[src/rtl/uop_cache_pkg.sv]
// rtl/uop_cache_pkg.sv - shared types and defaults for the loop-buffer controller
// Parity helper exists only when UOP_CACHE_PARITY_EN is defined.
package uop_cache_pkg;

  localparam int UOP_DEPTH_DEF  = 8;
  localparam int UOP_DATA_W_DEF = 32;
  localparam int UOP_PAR_MAX_W  = 256;

  typedef logic [$clog2(UOP_DEPTH_DEF)-1:0] uop_cache_addr_t;

  typedef enum logic [2:0] {
    ST_IDLE,
    ST_FILL,
    ST_LOCKED,
    ST_REPLAY,
    ST_INVAL
  } uop_state_t;

`ifdef UOP_CACHE_PARITY_EN
  // Zero extension leaves parity unchanged, so one wide helper serves any width.
  function automatic logic uop_parity(input logic [UOP_PAR_MAX_W-1:0] d);
    return ^d;
  endfunction
`endif

endpackage

[src/rtl/uop_cache_ctrl.sv]
// rtl/uop_cache_ctrl.sv - single-port loop-buffer RAM sequencer: fill, replay, invalidate
// Optional stored-parity protection with UOP_CACHE_PARITY_EN.
module uop_cache_ctrl
  import uop_cache_pkg::*;
#(
  parameter int DEPTH  = UOP_DEPTH_DEF,
  parameter int DATA_W = UOP_DATA_W_DEF,
  localparam int AW = $clog2(DEPTH),
  localparam int CW = AW + 1,
`ifdef UOP_CACHE_PARITY_EN
  localparam int MW = DATA_W + 1
`else
  localparam int MW = DATA_W
`endif
) (
  input  logic              clk,
  input  logic              reset,
  input  logic              fill_valid,
  input  logic [DATA_W-1:0] fill_data,
  input  logic              fill_last,
  output logic              fill_ready,
  input  logic              rep_req,
  input  logic              rep_ready,
  output logic              rep_valid,
  output logic [DATA_W-1:0] rep_data,
  input  logic              inv_req,
  output logic              inv_done,
  output logic              overflow,
`ifdef UOP_CACHE_PARITY_EN
  output logic              par_err,
`endif
  output logic [CW-1:0]     count,
  output logic              mem_en,
  output logic              mem_we,
  output logic [AW-1:0]     mem_addr,
  output logic [MW-1:0]     mem_wdata,
  input  logic [MW-1:0]     mem_rdata
);

  uop_state_t        state, state_nxt;
  logic [AW-1:0]     wr_ptr, rd_ptr;
  logic              rd_pend, out_valid;
  logic [DATA_W-1:0] out_data;
  logic              fill_hs, rd_issue, rd_ok, par_bad, word_vis, rd_last, last_entry;
  logic [MW-1:0]     fill_word;

`ifdef UOP_CACHE_PARITY_EN
  assign fill_word = {uop_parity(UOP_PAR_MAX_W'(fill_data)), fill_data};
  assign rd_ok     = (mem_rdata[MW-1] == uop_parity(UOP_PAR_MAX_W'(mem_rdata[DATA_W-1:0])));
`else
  assign fill_word = fill_data;
  assign rd_ok     = 1'b1;
`endif

  assign fill_hs    = fill_valid & ~inv_req & ~reset & ((state == ST_IDLE) || (state == ST_FILL));
  assign fill_ready = fill_hs;
  assign last_entry = (wr_ptr == AW'(DEPTH - 1));
  assign rd_last    = ({1'b0, rd_ptr} == (count - CW'(1)));
  assign par_bad    = rd_pend & ~rd_ok;

  // Returning read data is presented straight from the RAM; the output register
  // only catches it when the consumer stalls, keeping at most one word visible.
  assign word_vis  = out_valid | (rd_pend & rd_ok);
  assign rep_valid = word_vis;
  assign rep_data  = (!out_valid && rd_pend) ? mem_rdata[DATA_W-1:0] : out_data;

  assign rd_issue = (state == ST_REPLAY) & rep_req & ~inv_req & ~par_bad &
                    (~word_vis | rep_ready);

  always_comb begin
    state_nxt = state;
    mem_en    = 1'b0;
    mem_we    = 1'b0;
    mem_addr  = '0;
    mem_wdata = '0;
    case (state)
      ST_INVAL: begin
        mem_en   = 1'b1;
        mem_we   = 1'b1;
        mem_addr = wr_ptr;
        if (last_entry) state_nxt = ST_IDLE;
      end
      default: begin
        if (inv_req || par_bad) begin
          state_nxt = ST_INVAL;
        end else if (fill_hs) begin
          mem_en    = 1'b1;
          mem_we    = 1'b1;
          mem_addr  = wr_ptr;
          mem_wdata = fill_word;
          if (fill_last)       state_nxt = ST_LOCKED;
          else if (last_entry) state_nxt = ST_INVAL;
          else                 state_nxt = ST_FILL;
        end else if (state == ST_LOCKED && rep_req) begin
          state_nxt = ST_REPLAY;
        end else if (state == ST_REPLAY) begin
          if (!rep_req) begin
            state_nxt = ST_LOCKED;
          end else if (rd_issue) begin
            mem_en   = 1'b1;
            mem_addr = rd_ptr;
          end
        end
      end
    endcase
  end

  always_ff @(posedge clk or posedge reset) begin
    if (reset) begin
      state     <= ST_IDLE;
      wr_ptr    <= '0;
      rd_ptr    <= '0;
      count     <= '0;
      rd_pend   <= 1'b0;
      out_valid <= 1'b0;
      out_data  <= '0;
      inv_done  <= 1'b0;
      overflow  <= 1'b0;
`ifdef UOP_CACHE_PARITY_EN
      par_err   <= 1'b0;
`endif
    end else begin
      state    <= state_nxt;
      rd_pend  <= rd_issue;
      inv_done <= 1'b0;
      overflow <= 1'b0;
`ifdef UOP_CACHE_PARITY_EN
      par_err  <= 1'b0;
`endif
      if (state == ST_INVAL) begin
        // wr_ptr doubles as the clear index and wraps back to 0 on the last write.
        wr_ptr <= wr_ptr + AW'(1);
        if (last_entry) begin
          inv_done <= 1'b1;
          count    <= '0;
          rd_ptr   <= '0;
        end
      end else if (state_nxt == ST_INVAL) begin
        wr_ptr    <= '0;
        rd_ptr    <= '0;
        out_valid <= 1'b0;
        overflow  <= fill_hs & ~fill_last & last_entry;
`ifdef UOP_CACHE_PARITY_EN
        par_err   <= par_bad;
`endif
      end else begin
        if (fill_hs) begin
          wr_ptr <= wr_ptr + AW'(1);
          if (fill_last) count <= {1'b0, wr_ptr} + CW'(1);
        end
        if (state == ST_REPLAY && !rep_req) begin
          out_valid <= 1'b0;
          rd_ptr    <= '0;
        end else begin
          if (rd_issue) rd_ptr <= rd_last ? '0 : rd_ptr + AW'(1);
          if (rd_pend && rd_ok && !rep_ready) begin
            out_valid <= 1'b1;
            out_data  <= mem_rdata[DATA_W-1:0];
          end else if (out_valid && rep_ready) begin
            out_valid <= 1'b0;
          end
        end
      end
    end
  end

endmodule

[config.mk]
export PLATFORM = sky130hd
export DESIGN_NAME = uop_cache_ctrl
export DESIGN_NICKNAME = d
export VERILOG_FILES = /design/src/rtl/uop_cache_pkg.sv /design/src/rtl/uop_cache_ctrl.sv
export SDC_FILE = /design/constraint.sdc
export NUM_CORES = 1
export LEC_CHECK = 0
export ABC_AREA = 1
export CAP_MARGIN = 10
export CORE_MARGIN = 2
export CORE_UTILIZATION = 44
export DETAILED_ROUTE_END_ITERATION = 8
export GPL_ROUTABILITY_DRIVEN = 0
export PLACE_DENSITY = 0.86
export SLEW_MARGIN = 30
export SYNTH_ARGS = -nofsm -noshare
export SYNTH_HDL_FRONTEND = slang
export SYNTH_SLANG_ARGS = --single-unit
[constraint.sdc]
create_clock -name clk -period 5.9 [get_ports clk]
set_input_delay 0.59 -clock clk [delete_from_list [all_inputs] [get_ports clk]]
set_output_delay 0.59 -clock clk [all_outputs]
set_load 0.05 [all_outputs]
==> reports/summary.txt <==
Initial antenna violation count -> 0
Switch Pwr -> 0.000548 W
GRT Residual Overflow -> 0
Skew final -> 0.00567 ns
Total negative setup slack -> 0 ns
Sink Count -> 49
Ant diodes -> 0
Clock Tree Root -> clkbuf_8
Min Tclk post-route -> 4.03 ns
Cts bufs inserted -> 5
Pint -> 0.000731 W
Area growth syn-to-layout -> 53.2%
Post-synth net total -> 493
Vias/cell -> 4.72
Post-CTS setup buffer count -> 0
Post-Syn Area per Cell -> 7.20 um^2
Top post-synthesis cells by area -> dfrtp_1 (41%), nand2_1 (12%), inv_1 (11%)
Top Ports -> 148
Vias -> 3014
Leading cell type in the layout, fill and taps excluded -> clkdlybuf4s50_1
Post-DR wirelength/cell -> 11.9 um
Overall Global Routing Usage -> 20.3%
Post-synth top area share -> 40.8%
Crit-path max FO -> 36
CTS resizes -> 0
Worst slew pin tran -> 0.722 ns
Fillers -> 523
Vias in the first global route -> 2847
Max VDD drop -> 0.406 mV
Maxcap violations -> 0
Hpwl dp -> 5790 um
Comb power frac -> 49.3%
H-tree levels -> 2
Sequential share of the synthesized area -> 40.8%
Leakage Power -> 2.27 nW
Synth area leader -> dfrtp_1
Port bufs -> 147
Tcrit/Tclk final -> 68.3%
Die area -> 7510 um^2
Status -> finished clean
Commonest non-fill, non-tap cells in the layout -> clkdlybuf4s50_1 (147), nand2_1 (94), inv_1 (89)
Met3 wire len -> 637 um
WP data arrival -> 3.44 ns
CP required -> 5.31 ns
Top Metal Used -> met4
Max-slew violations -> 0
Final Routed Wirelength -> 7590 um
Share of power burned in registers -> 31.4%
RSZ-0062 raised after global routing -> no
Row count -> 30
Layout cells sized above 1 -> 7.71%
DRT met1 WL -> 3280 um
Synth unique cells -> 27
Die Ht -> 86.7 um
Clk pin slew, worst setup/hold paths -> 0.08 ns
Hold Buf Count CTS -> 0
Synth Register Bits -> 49
Drt first pass iters -> 5
First-pass GRT wire length -> 12400 um
Hold Crit Class -> flip-flop to flip-flop
Switching Fraction -> 42.8%
Starting Density -> 44.8%
Post-synthesis instance total -> 418
Pwr/cell area -> 278 nW/um^2
Iter 0 DRT Violations -> 140
Post-Syn Area -> 3010 um^2
DR DRC count -> 0
CP Launch Type -> input pin
Total Nets Final -> 632
Hold_ws -> 0.485 ns
Die width -> 86.7 um
Clock latency on the worst-skew pair -> 0.29 ns
YS warnings -> 0
Final antenna-violating net count -> 0
Pin count of the biggest net entering global routing -> 66
Highest Clock Rate -> 248 MHz
# setup viols final -> 0
Hold Violations, Final -> 0
WL met2 -> 3600 um
CTS tree -> yes
Clock power share -> 19.2%
Crit path kind -> input pin to output pin
Max transition margin -> 51.9%
Core area -> 6720 um^2
CP Capture Type -> output pin
CTS Buffer Depth -> 2
## cell families after synthesis
kind of cell    after synthesis  synth area share, %
flops                        49                 40.8
simple gates                172                 24.4
xor+xnor                      4                 1.16
buf+inv                     107                 14.9
compound gates               82                 17.1
fa+ha+maj                     4                 1.66
## per-stage QoR
stage | util [%] | area (um^2) | total power, W | setup slack (ns) | instances
after floorplan | - | 3010 | 0.000828 | 2.53 | 418
after global placement | 66.7 | 4480 | 0.00103 | 1.99 | 630
after detailed placement | 66.8 | 4490 | 0.00104 | 1.90 | 630
after CTS | 68.5 | 4600 | 0.00129 | 1.87 | 638
after global routing | 68.6 | 4610 | 0.00136 | 1.67 | 638
final | 68.6 | 4610 | 0.00128 | 1.87 | 638
## synth_stat cells
| master | count |
|---|---|
| nor2_1 | 48 |
| nand3b_1 | 1 |
| xor2_1 | 2 |
| nor3_1 | 5 |
| a21oi_1 | 3 |
| nand4_1 | 2 |
| inv_2 | 1 |
| xnor2_1 | 2 |
| clkbuf_2 | 1 |
| a211oi_1 | 1 |
| nor2_2 | 2 |
| o21ai_1 | 9 |
| clkbuf_1 | 9 |
| buf_6 | 6 |
| o21ai_0 | 40 |
| a31oi_1 | 1 |
| nand3_1 | 12 |
| nand3_2 | 4 |
| o22ai_1 | 2 |
| dfrtp_1 | 49 |
| o21ai_2 | 23 |
| inv_1 | 90 |
| o2111ai_1 | 3 |
| nand2_1 | 95 |
| ha_1 | 4 |
| nand3_4 | 1 |
| nor2_4 | 2 |
## power groups by stage
stage / Sequential [W] / Combinational [W] / Clock [W]
finish: 0.000402 / 0.000631 / 0.000246
global route: 0.000407 / 0.000683 / 0.000268
CTS: 0.000401 / 0.000633 / 0.000252
detailed placement: 0.000408 / 0.000629 / 0
global placement: 0.000407 / 0.000619 / 0
floorplan: 0.000441 / 0.000388 / 0
## flip-flops by register name, summed over array words and instances (netlist names)
name / count
out_data: 32
count: 4
rd_ptr: 3
state: 3
wr_ptr: 3
inv_done: 1
out_valid: 1
overflow: 1
rd_pend: 1
## layer usage
metal	vias up	track usage, %
li1	1554	-
met1	1319	25.5
met2	134	34.8
met3	7	5.14
met4	0	5.11
met5	-	0
## final cells by class
| type | instances | area [um^2] | area share [%] |
|---|---|---|---|
| sequential | 49 | 1230 | 26.6 |
| clock inverter | 1 | 30.0 | 0.652 |
| clock buffer | 7 | 86.3 | 1.87 |
| inverter | 91 | 344 | 7.47 |
| multi-input combinational | 262 | 1340 | 29.1 |
| timing repair buffer | 148 | 1480 | 32.1 |
| tap | 80 | 100 | 2.17 |
## final timing paths
check | start | endpoint | slack [ns] | depth (start not counted)
max | reset | mem_addr[0] | 1.87 | 7
min | out_data[11] | out_data[11] | 0.48 | 2
max reg2reg | state[1] | out_data[18] | 3.37 | 9
min reg2reg | out_data[11] | out_data[11] | 0.48 | 2
max in group asynchronous | reset | out_data[16] | 4.72 | 2
min in group asynchronous | reset | rd_ptr[1] | 0.78 | 2
## worst max-delay path: stages
cell             delay, ns
clkdlybuf4s50_1       0.48
nor2_2                0.18
nand3_2               0.53
nand2_1               0.39
inv_1                 0.14
a211oi_1              0.27
clkdlybuf4s50_1       0.85
(Power assumes the default switching activity.)
